--- src/rtl/counter_load_sched.sv ---
// counter_load_sched: round-robin scheduler that lends one shared loadable
// up-counter to N_REQ requesters as an interval timer. The owner holds the
// counter for len cycles, then gets a one-cycle done pulse and the pointer
// moves past it. All outputs come straight from flops.
module counter_load_sched #(
  parameter int WIDTH = 8,
  parameter int N_REQ = 4
) (
  input  logic                   clk,
  input  logic                   rst,
  input  logic [N_REQ-1:0]       req,
  input  logic [N_REQ*WIDTH-1:0] len,
  input  logic [WIDTH-1:0]       cnt_val,
  output logic                   cnt_load,
  output logic [WIDTH-1:0]       cnt_data,
  output logic [N_REQ-1:0]       grant,
  output logic [N_REQ-1:0]       done,
  output logic                   busy
);

  localparam int IW = (N_REQ > 1) ? $clog2(N_REQ) : 1;

  typedef enum logic [1:0] {IDLE = 2'd0, LOAD = 2'd1, RUN = 2'd2, DONE = 2'd3} state_t;

  state_t             state_r, state_s;
  logic [IW-1:0]      ptr_r, ptr_s;
  logic [IW-1:0]      owner_r, owner_s;
  logic [WIDTH-1:0]   len_q_r, len_q_s;
  logic [N_REQ-1:0]   grant_r, grant_s;
  logic [N_REQ-1:0]   done_r, done_s;
  logic               cnt_load_r, cnt_load_s;
  logic               busy_r, busy_s;
  logic [IW:0]        pick_s;
  logic [WIDTH-1:0]   len_sel_s;
  logic [IW-1:0]      ptr_after_s;

  // First set request bit at or above the pointer, wrapping; MSB flags a hit.
  // Scanning from the far end down lets the nearest candidate win.
  function automatic logic [IW:0] pick(input logic [N_REQ-1:0] r, input logic [IW-1:0] p);
    logic [IW:0] res;
    int          idx;
    res = {1'b0, {IW{1'b0}}};
    for (int k = N_REQ - 1; k >= 0; k--) begin
      idx = int'(p) + k;
      if (idx >= N_REQ) idx = idx - N_REQ;
      else              idx = idx;
      if (r[idx]) res = {1'b1, IW'(idx)};
      else        res = res;
    end
    return res;
  endfunction

  // One-hot vector with bit i set.
  function automatic logic [N_REQ-1:0] onehot(input logic [IW-1:0] i);
    logic [N_REQ-1:0] v;
    v    = {N_REQ{1'b0}};
    v[i] = 1'b1;
    return v;
  endfunction

  assign pick_s      = pick(req, ptr_r);
  assign len_sel_s   = len[pick_s[IW-1:0]*WIDTH +: WIDTH];
  assign ptr_after_s = (owner_r == IW'(N_REQ - 1)) ? {IW{1'b0}} : owner_r + IW'(1);

  // Next-state and next-output decode; every output is registered below.
  always_comb begin
    state_s    = state_r;
    ptr_s      = ptr_r;
    owner_s    = owner_r;
    len_q_s    = len_q_r;
    grant_s    = grant_r;
    done_s     = {N_REQ{1'b0}};
    cnt_load_s = 1'b0;
    case (state_r)
      IDLE: begin
        if (pick_s[IW]) begin
          state_s    = LOAD;
          owner_s    = pick_s[IW-1:0];
          // A zero length still gets one RUN cycle.
          len_q_s    = (len_sel_s == {WIDTH{1'b0}}) ? {{(WIDTH-1){1'b0}}, 1'b1} : len_sel_s;
          grant_s    = onehot(pick_s[IW-1:0]);
          cnt_load_s = 1'b1;
        end else begin
          state_s = IDLE;
          grant_s = {N_REQ{1'b0}};
        end
      end
      LOAD: begin
        if (!req[owner_r]) begin
          state_s = IDLE;
          grant_s = {N_REQ{1'b0}};
          ptr_s   = ptr_after_s;
        end else begin
          state_s = RUN;
        end
      end
      RUN: begin
        // Abort wins over expiry in the same cycle.
        if (!req[owner_r]) begin
          state_s = IDLE;
          grant_s = {N_REQ{1'b0}};
          ptr_s   = ptr_after_s;
        end else if (cnt_val == len_q_r - {{(WIDTH-1){1'b0}}, 1'b1}) begin
          state_s = DONE;
          grant_s = {N_REQ{1'b0}};
          done_s  = onehot(owner_r);
          ptr_s   = ptr_after_s;
        end else begin
          state_s = RUN;
        end
      end
      DONE: begin
        state_s = IDLE;
      end
      default: begin
        state_s = IDLE;
        grant_s = {N_REQ{1'b0}};
      end
    endcase
    busy_s = (state_s != IDLE);
  end

  // State and output registers, cleared asynchronously by rst.
  always_ff @(posedge clk or negedge rst) begin
    if (!rst) begin
      state_r    <= IDLE;
      ptr_r      <= {IW{1'b0}};
      owner_r    <= {IW{1'b0}};
      len_q_r    <= {WIDTH{1'b0}};
      grant_r    <= {N_REQ{1'b0}};
      done_r     <= {N_REQ{1'b0}};
      cnt_load_r <= 1'b0;
      busy_r     <= 1'b0;
    end else begin
      state_r    <= state_s;
      ptr_r      <= ptr_s;
      owner_r    <= owner_s;
      len_q_r    <= len_q_s;
      grant_r    <= grant_s;
      done_r     <= done_s;
      cnt_load_r <= cnt_load_s;
      busy_r     <= busy_s;
    end
  end

  assign cnt_load = cnt_load_r;
  assign cnt_data = {WIDTH{1'b0}};
  assign grant    = grant_r;
  assign done     = done_r;
  assign busy     = busy_r;

endmodule

--- config.mk ---
export PLATFORM = sky130hd
export DESIGN_NAME = counter_load_sched
export DESIGN_NICKNAME = d
export VERILOG_FILES = /design/src/rtl/counter_load_sched.sv
export SDC_FILE = /design/constraint.sdc
export NUM_CORES = 1
export LEC_CHECK = 0
export ABC_AREA = 0
export BUFFER_PORTS_ARGS = -buffer_cell sky130_fd_sc_hd__buf_2
export CAP_MARGIN = 20
export CORE_MARGIN = 8
export CORE_UTILIZATION = 44
export DETAILED_ROUTE_END_ITERATION = 8
export PLACE_DENSITY = 0.76
export SLEW_MARGIN = 10
export SYNTH_ARGS = -nofsm -noshare
export SYNTH_HDL_FRONTEND = slang
export SYNTH_SLANG_ARGS = --single-unit
export TNS_END_PERCENT = 10
--- constraint.sdc ---
create_clock -name clk -period 2.25 [get_ports clk]
set_input_delay 0.1125 -clock clk [delete_from_list [all_inputs] [get_ports clk]]
set_output_delay 0.1125 -clock clk [all_outputs]
set_load 0.01 [all_outputs]
# ---- Word level (Yosys, flattened, before mapping)
# Index checks and enable logic that the tools add are counted.
dict set report totals {
  out_inout_bits 18
  ff_bits 24
  elab_cells 94
  in_bits 46
}
dict set report classes {
  n_eq_ne 7
  shifts 1
  order_cmp 12
  reduce_logical 10
  addsub 9
  muxes 47
}
# operator n
set op_table {}
lappend op_table {{$lt A32 B4 Y1 const B} 4}
lappend op_table {{$mux W32} 4}
lappend op_table {{$shiftx A32 B6 Y8} 1}
lappend op_table {{$mux W4} 7}
lappend op_table {{$mux W1} 15}
lappend op_table {{$mux W2} 6}
lappend op_table {{$mux W3} 4}
lappend op_table {{$pmux W4 S3} 1}
lappend op_table {{$sub A3 B3 Y4 const B} 3}
lappend op_table {{$bmux W1 S2} 5}
lappend op_table {{$ge A3 B3 Y1 const B} 3}
lappend op_table {{$eq A8 B8 Y1} 1}
lappend op_table {{$logic_not A8 Y1} 1}
lappend op_table {{$mux W8} 1}
lappend op_table {{$pmux W2 S4} 1}
lappend op_table {{$sub A8 B1 Y8 const B} 1}
lappend op_table {{$add A2 B2 Y3 const B} 2}
lappend op_table {{$eq A2 B2 Y1 const B} 3}
lappend op_table {{$lt A2 B3 Y1 const B} 2}
lappend op_table {{$reduce_and A3 Y1} 2}
lappend op_table {{$demux W1 S2} 2}
lappend op_table {{$ge A2 B1 Y1 const B} 2}
lappend op_table {{$pmux W2 S2} 1}
lappend op_table {{$reduce_bool A2 Y1} 2}
lappend op_table {{11 further kinds} 12}

# ---- Depth between registers and ports, before layout
# Gate-level depths: netlist (run 1).
dict set report depth {
  ltp_word 16
  mapped_depth 9
  ltp_nobuf 9
}

# ---- Least setup slack after synthesis (run 1)
# OpenSTA, ideal clock, no wires.
dict set report synth_timing {
  path_kind {reg2reg}
  from {register len_q_r[0]}
  to {register ptr_r[0]}
  setup_ns 0.125
  synth_period_minus_slack_ns 2.295
  path_stages_with_launch 10
  n_path_buf 0
  t_arrival_ns 2.169
  slack_ns -0.045
  required_ns 2.125
  cell_sequence {dfrtp_1 > inv_1 > ha_1 > or3b_1 > nor3_1 > xnor2_1 > nor4_2 > a2bb2oi_2 > nand2_2 > mux2_4}
}
dict set report synth_via {
  elab_chain_cells 4
}
# element line
set synth_rtl {}
lappend synth_rtl {{start: declaration} 28} ;# logic [WIDTH-1:0] len_q_r, len_q_s;
lappend synth_rtl {{start signal: assignment} 129} ;# len_q_r <= {WIDTH{1'b0}};
lappend synth_rtl {{start signal: assignment} 138} ;# len_q_r <= len_q_s;
lappend synth_rtl {{$sub A8 B1 Y8} 103} ;# end else if (cnt_val == len_q_r - {{(WIDTH-1){1'b0}}, 1'b1}) begin
lappend synth_rtl {{$eq A8 B8 Y1} 103}
lappend synth_rtl {{$ne A3 B3 Y1 (no line)} --}
lappend synth_rtl {{$reduce_and A3 Y1 (no line)} --}
lappend synth_rtl {{end signal: assignment} 127} ;# ptr_r <= {IW{1'b0}};
lappend synth_rtl {{end signal: assignment} 136} ;# ptr_r <= ptr_s;
lappend synth_rtl {{end: declaration} 26} ;# logic [IW-1:0] ptr_r, ptr_s;
# No other way between the ends.
# A chain may end at the register's enable or synchronous reset.

# ---- Worst setup path in the final report (run 1)
# Ends and elaborated chain as after synthesis.

==> out/qor.txt, run 1 <==
Synth Flop Type: dfrtp_1
top achievable clock speed: 423.4 MHz
Worst Setup End Kind: register
HP Class: input pin to register
worst reg2reg path endpoint: ptr_r[0]
Post-synth top cells: 24 x dfrtp_1, 19 x mux2i_1, 13 x inv_1, 12 x o21ai_0, 11 x nand2_1
area grow syn2layout: 28.86%
standard-cell rows: 22
Slew @ Worst Pin: 0.5148 ns
wire length per cell: 13.03 µm
CTS tree: done
PnR worst setup slack: -0.1119 ns
maxcap violations: 0
top cells by area, synth: dfrtp_1 35%, mux2i_1 11%, ha_1 6.6%, mux2_2 4.6%, o21ai_0 3.5%
DP Area: 2100 µm²
CP startpoint: len_q_r[0]
dpl hpwl: 3.109 mm
first-pass GRT wire length: 6.458 mm
crit path max-delay cell type: dfrtp_1
FF-to-FF setup slack: -0.11 ns
Root Driver: clkbuf_8
final setup skew: 0.002239 ns
delay-heaviest family, CP: simple AND/OR/NAND/NOR gates
initial antenna violation count: 0
Crit Path Class: register to register
Final Setup Violations: 6
Post-Syn Area: 1695 µm²
unrepaired setup endpoints after global routing: yes
antenna cell count: 0
Worst Path Arrival: 2.52 ns
vias post-DR: 1401
GR Overflow Total: 0
Leak: 1.104 nW
Detailed Routing Iterations Pass 1: 4
PwrDens: 1165 nW/µm²
Power Total: 2.546 mW
DIE AREA: 6096 µm²
Mapped Cells: 172
pin count of the biggest net entering global routing: 25
period utilization: 1.050
Crit path largest cell delay: 0.41 ns
Slew Limit Fails: 0
Reg clk slew, reported paths: 0.08 ns
DR iter-0 viols: 44
worst r2r path cells: 9
area leader, netlist: dfrtp_1
hold path depth: 5
width of the die: 78.08 µm
Post-synth EDFFs: 0
Critical Path, Cell by Cell: inv_1, ha_1, or3b_4, nor3b_2, a31oi_1, nor4_2, a2bb2oi_2, nand2_2, mux2_4
gpl congestion: 0.8359
post-route insts no fill: 287
sequential area share after synthesis: 0.3542
worst-path maximum fanout: 4
Startpoint Class: register
ANT nets after route: 0
synthesis warning total: 0
clock sinks: 24
final instance area: 2185 µm²
Seq cells post-synth: 24
Clk Latency, worst-skew pair: 0.26 ns
Tmin final: 2.362 ns
vias in the first global route: 1498
Peak VDD IR: 0.5907 mV
GR Util All Layers: 0.1243
final-report hold violation count: 0
Post-Route Utilization: 0.5923
Clock Path Buffers: 2
Synth async-reset ratio: 1.000
number of vias per cell: 4.882
nets@finish: 296
hold endpoint: len_q_r[0]
Die Ht: 78.08 µm
setup TNS: -0.4907 ns
Critical Path RT: 2.40 ns
most frequent cell after synthesis: dfrtp_1
Slew headroom: 0.6568
share of the synthesized area in the top cell type: 0.3542
number of CTS-inserted buffers: 3
Reg2Reg Launch Point: len_q_r[0]
Cell variety after synth: 38
status: finished, violations left
Post-Route WL: 3.739 mm
Worst Hold Launch: len[16]
initial cell density of the core: 0.4596
H-tree Lvls: 1
synthesized area per cell: 9.857 µm²
Bufs and invs on worst path: 1
share of layout cells above drive strength 1: 0.4142
failing checks: setup timing
num ports: 64
DRC viols: 0
core box area: 3689 µm²
number of buffers added on ports: 55
dpl cells: 281
-- logic make-up (layout without fill, tap and decap cells) --
| logic type | after synthesis | count (layout) | share of synthesized area |
|---|---|---|---|
| AO/OA/AOI/OAI | 26 | 26 | 0.1055 |
| XOR/XNOR | 9 | 9 | 0.04649 |
| adder cells (fa/ha/maj) | 9 | 9 | 0.06642 |
| buffers and inverters | 26 | 86 | 0.07749 |
| flip-flops | 24 | 24 | 0.3542 |
| multiplexers | 29 | 29 | 0.1897 |
| other | 1 | 8 | 0.002212 |
| AND/OR/NAND/NOR | 48 | 48 | 0.1579 |
-- power by group --
group | switching [mW] | internal (mW)
Sequential | 0.168 | 0.606
Combinational | 0.751 | 0.773
Clock | 0.129 | 0.120
-- worst register-to-register path, stage by stage (launching register included) --
cell,delay [ns]
dfrtp_1,0.41
inv_1,0.07
ha_1,0.15
or3b_4,0.39
nor3b_2,0.16
a31oi_1,0.07
nor4_2,0.39
a2bb2oi_2,0.23
nand2_2,0.10
mux2_4,0.30
-- through the flow --
| stage | hold slack (ns) | setup slack, ns |
|---|---|---|
| floorplan | -0.1831 | 0.0005969 |
| global placement | 0.1181 | -0.06154 |
| detailed placement | 0.1194 | -0.1295 |
| CTS | 0.3127 | -0.1398 |
| global route | 0.3514 | -0.2445 |
| finish | 0.3136 | -0.1119 |
-- worst max path at each step --
stage | cells past startpoint | slack (ns) | endpoint
global route | 9 | -0.24 | ptr_r[0]
global placement | 7 | -0.06 | ptr_r[1]
CTS | 7 | -0.14 | ptr_r[0]
floorplan | 7 | 0.0006 | ptr_r[0]
detailed placement | 7 | -0.13 | ptr_r[0]
finish | 9 | -0.11 | ptr_r[0]
-- per-layer routing --
layer | global-route usage | routed length (µm) | vias to the layer above
li1 | - | - | 725
met1 | 0.1626 | 1782 | 626
met2 | 0.1955 | 1716 | 45
met3 | 0.02847 | 195 | 5
met4 | 0.04444 | 45 | 0
met5 | 0 | 0 | -
-- sequential cells by signal, summed over array words and instances (netlist names) --
name / flops
busy: 1
ptr_r: 2
grant: 4
done: 4
state_r: 2
cnt_load: 1
owner_r: 2
len_q_r: 8
-- area by class of cell --
class / instances / area, µm²
multi-input combinational: 129 / 1044
timing repair buffer: 70 / 390.4
fill: 353 / 1504
clock buffer: 3 / 41.29
inverter: 13 / 48.80
tap: 48 / 60.06
sequential: 24 / 600.6
-- cell usage in the layout (no fill, tap or decap), drive strengths merged --
cell type | Yosys | layout
a21oi | 3 | 3
buf | 11 | 69
a31oi | 1 | 1
inv | 13 | 13
or4 | 1 | 1
clkbuf | 2 | 3
nor3b | 3 | 3
a2bb2oi | 1 | 1
dlygate4sd3 | 0 | 1
nor4 | 6 | 6
xor2 | 4 | 4
dfrtp | 24 | 24
o221a | 1 | 1
mux2 | 9 | 9
nor3 | 3 | 3
nand2 | 12 | 12
and2 | 2 | 2
conb | 1 | 8
xnor2 | 5 | 5
nand4 | 2 | 2
o21ai | 12 | 12
o22ai | 1 | 1
a211oi | 1 | 1
a211o | 1 | 1
nand3 | 3 | 3
or3b | 2 | 2
mux4 | 1 | 1
ha | 9 | 9
nor2 | 8 | 8
nand2b | 4 | 4
o21a | 1 | 1
o2bb2ai | 4 | 4
nand3b | 2 | 2
mux2i | 19 | 19
-- what timing repair did --
item | in CTS | in global routing
gates resized for setup | 0 | 6
endpoints found under the setup margin | 6 | 8
pin swaps | 0 | 7
hold buffers | 1 | 0
endpoints found under the hold margin | 24 | 0
buffers inserted | 0 | 2
Power figures use the tool's default switching activity.
==> inputs of run 2 (changes only) <==
--- a/config.mk
+++ b/config.mk
@@ -12,6 +12,7 @@
 export CORE_UTILIZATION = 44
 export DETAILED_ROUTE_END_ITERATION = 8
 export PLACE_DENSITY = 0.76
+export RECOVER_POWER = 25
 export SLEW_MARGIN = 10
 export SYNTH_ARGS = -nofsm -noshare
 export SYNTH_HDL_FRONTEND = slang
==> run 2 against run 1 <==
Net effect:
- the flow still finishes with violations (setup timing)
- hold slack is the same
- sequential power is essentially flat
- via count is the same
- global-route usage is the same
- sequential share of layout area is essentially flat
- largest power group unchanged
==> out/qor.txt, run 2 (same netlist as run 1, synthesis figures left out) <==
Die Ht: 78.08 µm (unchanged)
standard-cell rows: 22 (unchanged)
area occupied by multi-input gates: 1044 µm² (unchanged)
Crit path largest cell delay: 0.41 ns (about the same)
Tmin final: 2.362 ns (+0.0002700 ns)
PwrDens: 1166 nW/µm² (about the same)
dpl cells: 281 (unchanged)
antenna cell count: 0 (unchanged)
final-report hold violation count: 0 (unchanged)
vias in the first global route: 1498 (unchanged)
area grow syn2layout: 28.78% (about the same)
Reg clk slew, reported paths: 0.08 ns (about the same)
Crit Path Class: register to register
DR iter-0 viols: 44 (unchanged)
PnR worst setup slack: -0.1121 ns (-0.0002700 ns)
width of the die: 78.08 µm (unchanged)
status: finished, violations left
Bufs and invs on worst path: 1 (unchanged)
maxcap violations: 0 (unchanged)
DRC viols: 0 (unchanged)
wire length per cell: 13.03 µm (about the same)
Leak: 1.101 nW (-0.25%)
Detailed Routing Iterations Pass 1: 4 (unchanged)
internal power: 1.498 mW (about the same)
initial cell density of the core: 0.4596 (unchanged)
top achievable clock speed: 423.3 MHz (about the same)
Startpoint Class: register
Post-Route WL: 3.741 mm (about the same)
nets@finish: 296 (unchanged)
worst-path maximum fanout: 4 (unchanged)
core box area: 3689 µm² (unchanged)
Biggest register: len_q_r
HP Class: input pin to register
ANT nets after route: 0 (unchanged)
clock sinks: 24 (unchanged)
Slew @ Worst Pin: 1.239 ns (+0.7238 ns)
final instance area: 2183 µm² (about the same)
Critical Path, Cell by Cell: inv_1, ha_1, or3b_4, nor3b_2, a31oi_1, nor4_2, a2bb2oi_2, nand2_2, mux2_4
Final Setup Violations: 6 (unchanged)
final setup skew: 0.002236 ns (-0.000002470 ns)
Clk Latency, worst-skew pair: 0.26 ns (about the same)
Reg area: 600.6 µm² (unchanged)
Slew headroom: 0.1742 (-0.4825)
max FFs per register: 8 (unchanged)
Switch Pwr: 1.048 mW (about the same)
Logic pwr share: 0.598 (about the same)
post-route insts no fill: 287 (unchanged)
setup TNS: -0.4924 ns (-0.001622 ns)
pin count of the biggest net entering global routing: 25 (unchanged)
period utilization: 1.050 (about the same)
DIE AREA: 6096 µm² (unchanged)
share of layout cells above drive strength 1: 0.4100 (-0.004184)
Clock Path Buffers: 2 (unchanged)
Power Total: 2.546 mW (about the same)
fill count: 354 (+0.28%)
most frequent cells in the layout: 54 x buf_2, 24 x dfrtp_1, 19 x mux2i_1
GR Util All Layers: 0.1243 (unchanged)
Flop pwr share: 0.304 (about the same)
pre-CTS WS: -0.1295 ns (unchanged)
first-pass GRT wire length: 6.458 mm (unchanged)
Peak VDD IR: 0.5907 mV (about the same)
Root Driver: clkbuf_8
number of vias per cell: 4.882 (unchanged)
GR Overflow Total: 0 (unchanged)
gpl congestion: 0.8359 (unchanged)
Slew Limit Fails: 0 (unchanged)
Switching Fraction: 0.4115 (about the same)
DP Area: 2100 µm² (unchanged)
initial antenna violation count: 0 (unchanged)
unrepaired setup endpoints after global routing: yes
number of buffers added on ports: 55 (unchanged)
Worst Path Arrival: 2.52 ns (about the same)
most common cell after layout, fill and taps aside: buf_2
Clock Power Share: 0.098 (about the same)
dpl hpwl: 3.109 mm (unchanged)
number of CTS-inserted buffers: 3 (unchanged)
delay-heaviest family, CP: simple AND/OR/NAND/NOR gates
CTS tree: done
Worst Setup End Kind: register
num ports: 64 (unchanged)
failing checks: setup timing
H-tree Lvls: 1 (unchanged)
crit path max-delay cell type: dfrtp_1
Critical Path RT: 2.40 ns (about the same)
vias post-DR: 1401 (unchanged)
-- run 2: cell types whose count changed in the layout (fill, tap and decap cells not counted) --
cell      change
clkbuf_1      +1
buf_2         -1
-- run 2: area by class of cell --
type / count / area share
timing repair buffer: 70 / 0.1782
sequential: 24 / 0.2751
clock buffer: 3 / 0.01891
multi-input combinational: 129 / 0.4779
tap: 48 / 0.02751
inverter: 13 / 0.02235
-- run 2: worst reg2reg max path, stage by stage, from the launching register on --
cell	delay, ns
dfrtp_1	0.41
inv_1	0.07
ha_1	0.15
or3b_4	0.39
nor3b_2	0.16
a31oi_1	0.07
nor4_2	0.39
a2bb2oi_2	0.23
nand2_2	0.10
mux2_4	0.30
-- run 2: through the flow --
stage          hold slack [ns]    util
2_1_floorplan          -0.1831       -
3_3_place_gp            0.1181  0.5692
3_5_place_dp            0.1194  0.5692
4_1_cts                 0.3127  0.5831
5_1_grt                 0.3514  0.5919
6_report                0.3136  0.5919
-- run 2: power groups by stage --
stage	Clock [mW]	Sequential, mW	Combinational (mW)
final	0.249	0.774	1.52
after global placement	0	0.776	1.48
after global routing	0.277	0.804	1.72
after detailed placement	0	0.780	1.49
after CTS	0.256	0.774	1.50
after floorplan	0	0.770	1.07
-- run 2: per-layer routing --
metal | track usage | part of all wire | routed length (µm)
met1 | 0.1626 | 0.48 | 1783
met2 | 0.1955 | 0.46 | 1715
met3 | 0.02847 | 0.052 | 196
met4 | 0.04444 | 0.012 | 45
met5 | 0 | 0 | 0
-- run 2: path summary, 6_finish.rpt --
check,startpoint,end,slack [ns],cells after the start
hold / removal,len[16],len_q_r[0],0.31,5
min in group asynchronous,rst,busy,0.63,2
max in group asynchronous,rst,state_r[0],0.89,2
setup / recovery,len_q_r[0],ptr_r[0],-0.11,9
setup reg to reg,len_q_r[0],ptr_r[0],-0.11,9
hold reg to reg,grant[0],grant[0],0.49,1
-- run 2: repair_timing --
action,CTS,global route
endpoints found under the hold margin,24,0
hold buffers,1,0
setup endpoints to repair,6,8
gates resized for setup,0,6
pin swaps,0,7
setup buffers,0,2
==> inputs of run 3 (changes only) <==
--- a/config.mk
+++ b/config.mk
@@ -9,9 +9,9 @@
 export BUFFER_PORTS_ARGS = -buffer_cell sky130_fd_sc_hd__buf_2
 export CAP_MARGIN = 20
 export CORE_MARGIN = 8
-export CORE_UTILIZATION = 44
+export CORE_UTILIZATION = 49
 export DETAILED_ROUTE_END_ITERATION = 8
-export PLACE_DENSITY = 0.76
+export PLACE_DENSITY = 0.8
 export RECOVER_POWER = 25
 export SLEW_MARGIN = 10
 export SYNTH_ARGS = -nofsm -noshare
==> constraint.sdc (replaced) <==
create_clock -name clk -period 2.4 [get_ports clk]
set_input_delay 0.12 -clock clk [delete_from_list [all_inputs] [get_ports clk]]
set_output_delay 0.12 -clock clk [all_outputs]
set_load 0.01 [all_outputs]
==> run 3 against run 2 <==
Net effect:
- the run still ends with setup timing left
- non-clock buffer count shrank 7
- die area shrank 8.2%
- clock skew grew 0.0011 ns
- design area shrank 3.7%
- sequential power shrank 2%
==> out/qor.txt, run 3 (same netlist as run 1, synthesis figures left out) <==
number of CTS-inserted buffers: 3 (unchanged)
unrepaired setup endpoints after global routing: yes
width of the die: 74.82 µm (-4.2%)
final setup skew: 0.003367 ns (+0.001130 ns)
clock sinks: 24 (unchanged)
Slew Limit Fails: 0 (unchanged)
post-route insts no fill: 278 (-3.1%)
max FFs per register: 8 (unchanged)
share of layout cells above drive strength 1: 0.3879 (-0.02211)
CTS tree: done
setup TNS: -0.2300 ns (+0.2624 ns)
PnR worst setup slack: -0.07387 ns (+0.03828 ns)
HP Class: input pin to register
DR iter-0 viols: 54 (+23%)
nets@finish: 289 (-2.4%)
Reg clk slew, reported paths: 0.12 ns (+0.04 ns)
Crit Path Class: register to register
vias in the first global route: 1415 (-5.5%)
DRC viols: 0 (unchanged)
most common cell after layout, fill and taps aside: buf_2
Startpoint Class: register
dpl cells: 273 (-2.8%)
pin count of the biggest net entering global routing: 25 (unchanged)
vias post-DR: 1437 (+2.6%)
GR Overflow Total: 0 (unchanged)
Root Driver: clkbuf_4
initial antenna violation count: 0 (unchanged)
antenna cell count: 0 (unchanged)
PwrDens: 1102 nW/µm² (-5.5%)
hold path depth: 5 (unchanged)
num ports: 64 (unchanged)
Worst Path Arrival: 2.68 ns (+0.16 ns)
maxcap violations: 0 (unchanged)
GR Util All Layers: 0.1449 (+0.02061)
Crit path largest cell delay: 0.44 ns (+0.03 ns)
period utilization: 1.031 (-0.01906)
top achievable clock speed: 404.2 MHz (-4.5%)
fill count: 301 (-15%)
Tmin final: 2.474 ns (+0.1117 ns)
dpl hpwl: 3.158 mm (+1.6%)
Post-Route Utilization: 0.6303 (+0.03837)
Critical Path, Cell by Cell: inv_2, ha_4, or3b_4, nor3b_2, a31oi_1, nor4_2, a2bb2oi_2, nand2_2, mux2_4
crit path max-delay cell type: dfrtp_1
final-report hold violation count: 0 (unchanged)
ANT nets after route: 0 (unchanged)
failing checks: setup timing
Detailed Routing Iterations Pass 1: 4 (unchanged)
H-tree Lvls: 1 (unchanged)
first-pass GRT wire length: 6.458 mm (unchanged)
core box area: 3337 µm² (-9.5%)
worst-path maximum fanout: 4 (unchanged)
Final Setup Violations: 5 (-1)
Die Ht: 74.82 µm (-4.2%)
Critical Path RT: 2.61 ns (+0.21 ns)
Slew headroom: 0.1643 (-0.009987)
Biggest register: len_q_r
pre-CTS WS: -0.1236 ns (+0.005954 ns)
Slew @ Worst Pin: 1.254 ns (+0.01498 ns)
Worst Setup End Kind: register
Peak VDD IR: 0.5292 mV (-10%)
Post-Route WL: 3.945 mm (+5.5%)
standard-cell rows: 21 (-4.5%)
DIE AREA: 5598 µm² (-8.2%)
wire length per cell: 14.19 µm (+8.9%)
Leak: 1.057 nW (-4.0%)
Clk Latency, worst-skew pair: 0.30 ns (+0.04 ns)
worst r2r path cells: 9 (unchanged)
number of vias per cell: 5.169 (+5.9%)
Power Total: 2.317 mW (-9.0%)
Clock Path Buffers: 2 (unchanged)
area grow syn2layout: 24.06%
gpl congestion: 0.7963 (-4.7%)
most frequent cells in the layout: 54 x buf_2, 24 x dfrtp_1, 19 x mux2i_1
number of buffers added on ports: 55 (unchanged)
status: finished, violations left
initial cell density of the core: 0.5081 (+0.04843)
## run 3: per-stage QoR
| stage | hold slack (ns) | instance area (µm²) |
|---|---|---|
| 2_1_floorplan | -0.1756 | 1722 |
| 3_3_place_gp | 0.1242 | 2022 |
| 3_5_place_dp | 0.1332 | 2022 |
| 4_1_cts | 0.2951 | 2076 |
| 5_1_grt | 0.3084 | 2103 |
| 6_report | 0.2847 | 2103 |
## run 3: what timing repair did
item	4_1_cts	5_1_grt
gates resized for setup	3	7
setup buffers	1	0
endpoints found under the hold margin	24	0
hold buffers	1	0
pin swaps	4	6
endpoints found under the setup margin	6	6
## run 3: critical path, delay by kind of cell (launching register included)
family | cells | cell delay (ns)
adder cells (fa/ha/maj) | 1 | 0.13
buffers and inverters | 1 | 0.09
flip-flops | 1 | 0.44
AO/OA/AOI/OAI | 2 | 0.31
multiplexers | 1 | 0.30
AND/OR/NAND/NOR | 4 | 1.11
## run 3: per-layer routing
| layer | up-vias | wire (µm) | GRT usage |
|---|---|---|---|
| met5 | - | 0 | 0 |
| met4 | 0 | 40 | 0.04348 |
| met3 | 4 | 240 | 0.03728 |
| met2 | 47 | 1891 | 0.2246 |
| met1 | 672 | 1774 | 0.1915 |
| li1 | 714 | - | - |
## run 3: power breakdown
group          total (mW)  internal [mW]  switching [mW]  leakage (nW)
registers           0.756          0.567           0.189         0.304
logic                1.39          0.679           0.711         0.740
clock network       0.171         0.0586           0.113        0.0138
## run 3: cell type report
| cell class | count | area (µm²) | share of cell area |
|---|---|---|---|
| clock buffers | 3 | 22.52 | 0.01071 |
| inverters | 13 | 48.80 | 0.02320 |
| multi-input cells | 129 | 1037 | 0.4932 |
| flip-flops and latches | 24 | 600.6 | 0.2855 |
| well taps | 46 | 57.56 | 0.02736 |
| repair buffers | 63 | 336.6 | 0.1600 |
## run 3: path summary, 6_finish.rpt
kind / start / end / slack, ns
setup / recovery: len_q_r[0] / ptr_r[1] / -0.07
hold / removal: len[16] / len_q_r[0] / 0.28
setup reg to reg: len_q_r[0] / ptr_r[1] / -0.07
hold reg to reg: grant[3] / grant[3] / 0.51
max in group asynchronous: rst / len_q_r[2] / 1.07
min in group asynchronous: rst / grant[1] / 0.60
